--- src/rtl/wb_nor_arbiter.sv ---
// Two-master pipelined Wishbone arbiter sharing the NOR flash controller slave (m0 = QSPI bridge, m1 = control/debug).
// Define WB_ARB_TIMEOUT_EN to add a watchdog that aborts a grant whose slave stops responding.
module wb_nor_arbiter #(
    parameter int MAX_OUTST      = 15,
    parameter int TIMEOUT_CYCLES = 1024
) (
    input  logic        clk_i,
    input  logic        rst_ni,
    input  logic [31:0] m0_adr_i,
    input  logic [15:0] m0_dat_i,
    input  logic        m0_we_i,
    input  logic        m0_stb_i,
    input  logic        m0_cyc_i,
    output logic [15:0] m0_dat_o,
    output logic        m0_ack_o,
    output logic        m0_err_o,
    output logic        m0_stall_o,
    input  logic [31:0] m1_adr_i,
    input  logic [15:0] m1_dat_i,
    input  logic        m1_we_i,
    input  logic        m1_stb_i,
    input  logic        m1_cyc_i,
    output logic [15:0] m1_dat_o,
    output logic        m1_ack_o,
    output logic        m1_err_o,
    output logic        m1_stall_o,
    output logic [31:0] s_adr_o,
    output logic [15:0] s_dat_o,
    output logic        s_we_o,
    output logic        s_stb_o,
    output logic        s_cyc_o,
    input  logic [15:0] s_dat_i,
    input  logic        s_ack_i,
    input  logic        s_err_i,
    input  logic        s_stall_i,
    output logic [1:0]  grant_o
);

    localparam int CW = $clog2(MAX_OUTST + 1);
    localparam logic [CW-1:0] OUTST_FULL = CW'(MAX_OUTST);

    typedef enum logic [1:0] {IDLE, G0, G1} state_e;

    state_e        state_q, state_d;
    logic          last_q, last_d;
    logic [CW-1:0] outst_q, outst_d;
    logic          sel1, granted, curCyc, curStb, othCyc;
    logic          full, busy, respIn, respValid, accept, timeout;

    assign sel1      = (state_q == G1);
    assign granted   = (state_q != IDLE);
    assign curCyc    = sel1 ? m1_cyc_i : m0_cyc_i;
    assign curStb    = sel1 ? m1_stb_i : m0_stb_i;
    assign othCyc    = sel1 ? m0_cyc_i : m1_cyc_i;
    assign full      = (outst_q == OUTST_FULL);
    assign busy      = (outst_q != '0);
    assign respIn    = s_ack_i | s_err_i;
    // A response with nothing outstanding is a stray: it is neither counted nor routed.
    assign respValid = respIn & busy;
    assign accept    = s_stb_o & ~s_stall_i;

    assign m0_dat_o = s_dat_i;
    assign m1_dat_o = s_dat_i;

`ifdef WB_ARB_TIMEOUT_EN
    localparam int WW = (TIMEOUT_CYCLES > 1) ? $clog2(TIMEOUT_CYCLES) : 1;
    localparam logic [WW-1:0] WDOG_LAST = WW'(TIMEOUT_CYCLES - 1);

    logic [WW-1:0] wdog_q, wdog_d;

    assign timeout = busy & ~respIn & (wdog_q == WDOG_LAST);

    always_comb begin
        wdog_d = '0;
        if (busy && !respIn && !timeout) begin
            wdog_d = wdog_q + 1'b1;
        end
    end

    always_ff @(posedge clk_i) begin
        if (!rst_ni) begin
            wdog_q <= '0;
        end else begin
            wdog_q <= wdog_d;
        end
    end
`else
    // Watchdog compiled out; the limit is referenced but has no effect.
    assign timeout = 1'b0 & (TIMEOUT_CYCLES > 0);
`endif

    // While the owner has dropped cyc with requests still in flight, the cycle is held open and acks are discarded.
    always_comb begin
        s_adr_o    = '0;
        s_dat_o    = '0;
        s_we_o     = 1'b0;
        s_cyc_o    = 1'b0;
        s_stb_o    = 1'b0;
        grant_o    = 2'b00;
        m0_ack_o   = 1'b0;
        m0_err_o   = 1'b0;
        m0_stall_o = 1'b1;
        m1_ack_o   = 1'b0;
        m1_err_o   = 1'b0;
        m1_stall_o = 1'b1;
        if (granted) begin
            s_adr_o = sel1 ? m1_adr_i : m0_adr_i;
            s_dat_o = sel1 ? m1_dat_i : m0_dat_i;
            s_we_o  = sel1 ? m1_we_i  : m0_we_i;
            s_cyc_o = (curCyc | busy) & ~timeout;
            s_stb_o = curStb & curCyc & ~full & ~timeout;
            if (sel1) begin
                grant_o    = 2'b10;
                m1_ack_o   = s_ack_i & curCyc & busy;
                m1_err_o   = (s_err_i & curCyc & busy) | timeout;
                m1_stall_o = s_stall_i | full;
            end else begin
                grant_o    = 2'b01;
                m0_ack_o   = s_ack_i & curCyc & busy;
                m0_err_o   = (s_err_i & curCyc & busy) | timeout;
                m0_stall_o = s_stall_i | full;
            end
        end
    end

    always_comb begin
        state_d = state_q;
        last_d  = last_q;
        outst_d = outst_q;
        if (timeout) begin
            outst_d = '0;
        end else if (accept && !respValid) begin
            outst_d = outst_q + 1'b1;
        end else if (respValid && !accept) begin
            outst_d = outst_q - 1'b1;
        end
        case (state_q)
            IDLE: begin
                if (m0_cyc_i && m1_cyc_i) begin
                    state_d = last_q ? G0 : G1;
                end else if (m0_cyc_i) begin
                    state_d = G0;
                end else if (m1_cyc_i) begin
                    state_d = G1;
                end
            end
            G0, G1: begin
                if (!curCyc && !busy) begin
                    last_d  = sel1;
                    state_d = othCyc ? (sel1 ? G0 : G1) : IDLE;
                end
            end
            default: state_d = IDLE;
        endcase
    end

    always_ff @(posedge clk_i) begin
        if (!rst_ni) begin
            state_q <= IDLE;
            last_q  <= 1'b1;
            outst_q <= '0;
        end else begin
            state_q <= state_d;
            last_q  <= last_d;
            outst_q <= outst_d;
        end
    end

endmodule

--- config.mk ---
export PLATFORM = sky130hd
export DESIGN_NAME = wb_nor_arbiter
export DESIGN_NICKNAME = d
export VERILOG_FILES = /design/src/rtl/wb_nor_arbiter.sv
export SDC_FILE = /design/constraint.sdc
export NUM_CORES = 1
export LEC_CHECK = 0
export ABC_CLOCK_PERIOD_IN_PS = 3700
export CAP_MARGIN = 30
export CORE_AREA = 2 2 83 85
export DETAILED_ROUTE_END_ITERATION = 12
export DIE_AREA = 0 0 85 87
export GPL_ROUTABILITY_DRIVEN = 1
export PLACE_DENSITY_LB_ADDON = 0.1
export SYNTH_ARGS = -nofsm -noshare
export SYNTH_HDL_FRONTEND = slang
export SYNTH_SLANG_ARGS = --single-unit
export TNS_END_PERCENT = 50
--- constraint.sdc ---
create_clock -name clk_i -period 3.7 [get_ports clk_i]
set_clock_uncertainty 0.05 [all_clocks]
set_input_delay 0.74 -clock clk_i [delete_from_list [all_inputs] [get_ports clk_i]]
set_output_delay 0.74 -clock clk_i [all_outputs]
set_load 0.01 [all_outputs]
==> run summary <==
The logs give 428 for the non-filler instance count after layout and 1 for the depth of the CTS H-tree. For this design the static power due to leakage is 1.170 nW. In this run the critical register-to-register path is launched from state_q[0]. The number of cells upsized or downsized after cts is 0.

Row generation in the floorplan step produced 30 rows. The placeable core region is 0.006569 mm², and the worst reg-to-reg path cell count is 12. The clock tree buffer depth is 2. Setup violations remaining at the end of the flow were counted as 0. The tools report the number of global-route vias before repair as 1736.

The proportion of synthesized flip-flops having asynchronous set or reset works out to 0. The average wire per standard cell was 15.53 µm; the number of sinks on the clock net was 7. Setup repair after global routing left no endpoint under its margin.

Initial antenna violation count: 0. In this run the worst hold path is classified as reg -> reg. After the last flow step, the layout net total stands at 480.

In this run the vertical extent of the chip is 87 µm. Relative to the synthesized area, the layout overhead comes to 92.34%. The ratio of total power to cell area was 473.7 mW/mm²; the number of buffers inserted by hold repair at cts was 0.

The tools report the final max-slew violation count as 0. The slowest stage cell on the critical path is sky130_fd_sc_hd__clkdlybuf4s50_1. The logs give 0 ps for the final sum of negative setup slack and 0.5938 for the max-slew headroom at the worst pin. In this run the tool buffered the top-level ports with 165 buffer cells. The floorplan die area was 0.007395 mm²; the post-synth design cell area was 0.001649 mm². The number of buffers inserted during clock tree synthesis is 3.

The tools report the global-route usage over all layers as 0.1603. After clock tree synthesis, the clock-pin slew on the worst setup and hold paths is 40 ps. After detailed routing, the total wire length is 6647 µm. TritonCTS built the clock tree. The number of antenna diodes in the final layout is 0.

The worst-case register-to-register setup slack came out at 620 ps. In this run the worst path has a maximum fanout of 25. The run gives 1932 as the via total after detailed routing. The end of the worst register-to-register path is outst_q[3].

The worst setup path is captured at a primary output. Timing would allow up to 309.2 MHz. After technology mapping, the gate count stands at 222.

In this run the post-CTS setup repair buffer count came out at 0. The flip-flop and latch count after synthesis was 7. The cell count after placement was 424; the required time at the worst-slack endpoint was 2910 ps. The layout has 669 filler cells. The number of failing hold endpoints at the final stage came out at 0.

The number of I/O pins came out at 214. Yosys printed 0 warnings. Maximum cell stage delay along the critical path: 550 ps. The commonest register cell after synthesis is sky130_fd_sc_hd__dfxtp_1. The pin count of the biggest net entering global routing is 32. Across the VDD grid, the largest voltage drop is 0.0003735 V.

The share of the cycle needed by the critical path after routing came out at 0.8741. The tree is rooted in a sky130_fd_sc_hd__clkbuf_8. Yosys mapped a number of flops with a built-in enable equal to 0. Number of iterations in the first detailed-routing pass: 4. The number of antenna-violating nets in the routed design came out at 0. The clock latency on the worst-skew pair is 240 ps.

The wire length of the first global-routing pass was 9570 µm; the clock period minus worst slack was 3234 ps. After synthesis, the netlist uses 33 different library cells. The tools report the weighted congestion reported at the end of routability-driven placement as 0.7941. The fraction of layout cells with a size suffix above 1 is 0.04310, and the DRC violations left is 0.

In this run the most critical hold path is launched from last_q. The average size of a mapped cell is 7.428 µm². The logs give 0 for the max-capacitance violation count and 426.5 ps for the worst hold-check slack.

The flow ran to the end, and the final reports show no timing, DRC or antenna violations. Power comes to 0.001503 W. The horizontal extent of the die is 85 µm. Counting instances, the worst hold path has a depth of 2. Launching element type of the critical path: a flip-flop.

The logs give 0.2510 for the initial standard-cell utilization of the core and 43 for the violation count after the first detailed-routing iteration. After detailed routing, the number of vias per cell comes to 4.514. The endpoint of the worst hold-timing path is last_q.

The critical path goes through inv_1 > ha_4 > buf_4 > mux2i_1 > nor2_1 > clkdlybuf4s50_1. The number of nets handed over by synthesis was 353. For the sequential element share of the synthesized area, the log shows 0.08498. Data arrives at the worst endpoint at 2440 ps. Detailed placement finished with a half-perimeter wire length of 5418 µm. The critical path is of the reg -> out type. The global-route congestion overflow total was 0.

At the pin with the least slew margin, the transition time is 609.2 ps.
metal layers:
layer | wire length, µm | GRT usage
met1 | 2786 | 0.2047
met4 | 24 | 0.02165
met2 | 3308 | 0.2834
met5 | 0 | 0
met3 | 528 | 0.03507
logic make-up after synthesis:
family | share of synthesized area
AND/OR/NAND/NOR | 0.2367
multiplexers | 0.3490
buffers and inverters | 0.2011
AO/OA/AOI/OAI | 0.05236
adder cells (fa/ha/maj) | 0.06525
flip-flops | 0.08497
XOR/XNOR | 0.01062
worst max-delay path, delay by kind of cell (launching register included):
kind / cells / cell delay [ps]
fa+ha+maj: 1 / 460
buf+inv: 3 / 1170
flops: 1 / 320
mux: 1 / 120
simple gates: 1 / 130
area by class of cell:
type	count	area (µm²)	area share
clock buffers	3	41.29	0.01302
well taps	80	100.1	0.03156
flip-flops and latches	7	140.1	0.04418
multi-input cells	165	1192	0.3759
repair buffers	169	1682	0.5302
clock inverters	1	5.005	0.001578
inverters	3	11.26	0.003550
stage by stage:
stage	setup WS [ps]	cell area [µm²]	utilization
2_1_floorplan	969.0	1649	-
3_3_place_gp	459.1	3126	0.4758
3_5_place_dp	346.1	3126	0.4758
4_1_cts	431.5	3172	0.4829
5_1_grt	334.6	3172	0.4829
6_report	465.8	3172	0.4829
cell usage in the layout (no fill, tap or decap), types with 2 or more instances in the layout:
master                            synthesis  routed
sky130_fd_sc_hd__nand3_1                  3       3
sky130_fd_sc_hd__ha_1                     7       5
sky130_fd_sc_hd__nor2b_1                  4       4
sky130_fd_sc_hd__inv_1                    3       3
sky130_fd_sc_hd__dfxtp_1                  7       7
sky130_fd_sc_hd__nor2_1                  56      56
sky130_fd_sc_hd__a21oi_1                  2       2
sky130_fd_sc_hd__clkdlybuf4s50_1          0     165
sky130_fd_sc_hd__nand2b_1                 2       2
sky130_fd_sc_hd__nand2_1                  9       9
sky130_fd_sc_hd__xnor2_1                  2       2
sky130_fd_sc_hd__clkbuf_8                 0       3
sky130_fd_sc_hd__o21ai_0                  5       5
sky130_fd_sc_hd__and3_1                   2       2
sky130_fd_sc_hd__buf_4                   37       4
sky130_fd_sc_hd__and2_1                   2       2
sky130_fd_sc_hd__mux2i_1                 55      55
sky130_fd_sc_hd__nor4_1                   2       2
synth_stat cells (3+ instances only):
cell type | number | area share
sky130_fd_sc_hd__clkbuf_1 | 3 | 0.0068
sky130_fd_sc_hd__o21ai_0 | 5 | 0.015
sky130_fd_sc_hd__nor2b_1 | 4 | 0.015
sky130_fd_sc_hd__buf_2 | 4 | 0.012
sky130_fd_sc_hd__nor2_1 | 56 | 0.13
sky130_fd_sc_hd__ha_1 | 7 | 0.053
sky130_fd_sc_hd__nand3_1 | 3 | 0.0091
sky130_fd_sc_hd__buf_1 | 3 | 0.0068
sky130_fd_sc_hd__dfxtp_1 | 7 | 0.085
sky130_fd_sc_hd__inv_1 | 3 | 0.0068
sky130_fd_sc_hd__mux2i_1 | 55 | 0.33
sky130_fd_sc_hd__nand2_1 | 9 | 0.020
sky130_fd_sc_hd__buf_4 | 37 | 0.17
how the worst max path moves through the flow:
stage | start | to | slack [ps]
finish | state_q[0] | s_adr_o[9] | 470
floorplan | state_q[0] | outst_q[3] | 970
detailed placement | m0_cyc_i | outst_q[3] | 350
global route | state_q[0] | s_adr_o[8] | 330
global placement | m0_cyc_i | outst_q[3] | 460
CTS | state_q[0] | s_adr_o[9] | 430
report_power, final:
group          switching, W  leakage (nW)  internal (W)
combinational      0.000561          1.09      0.000687
clock             0.0000401        0.0255     0.0000735
sequential        0.0000406        0.0578      0.000101
flip-flops by register name, summed over array words and instances (netlist names):
signal   flops
outst_q      4
state_q      2
last_q       1
Note: power is estimated with default switching activity, not from simulation.
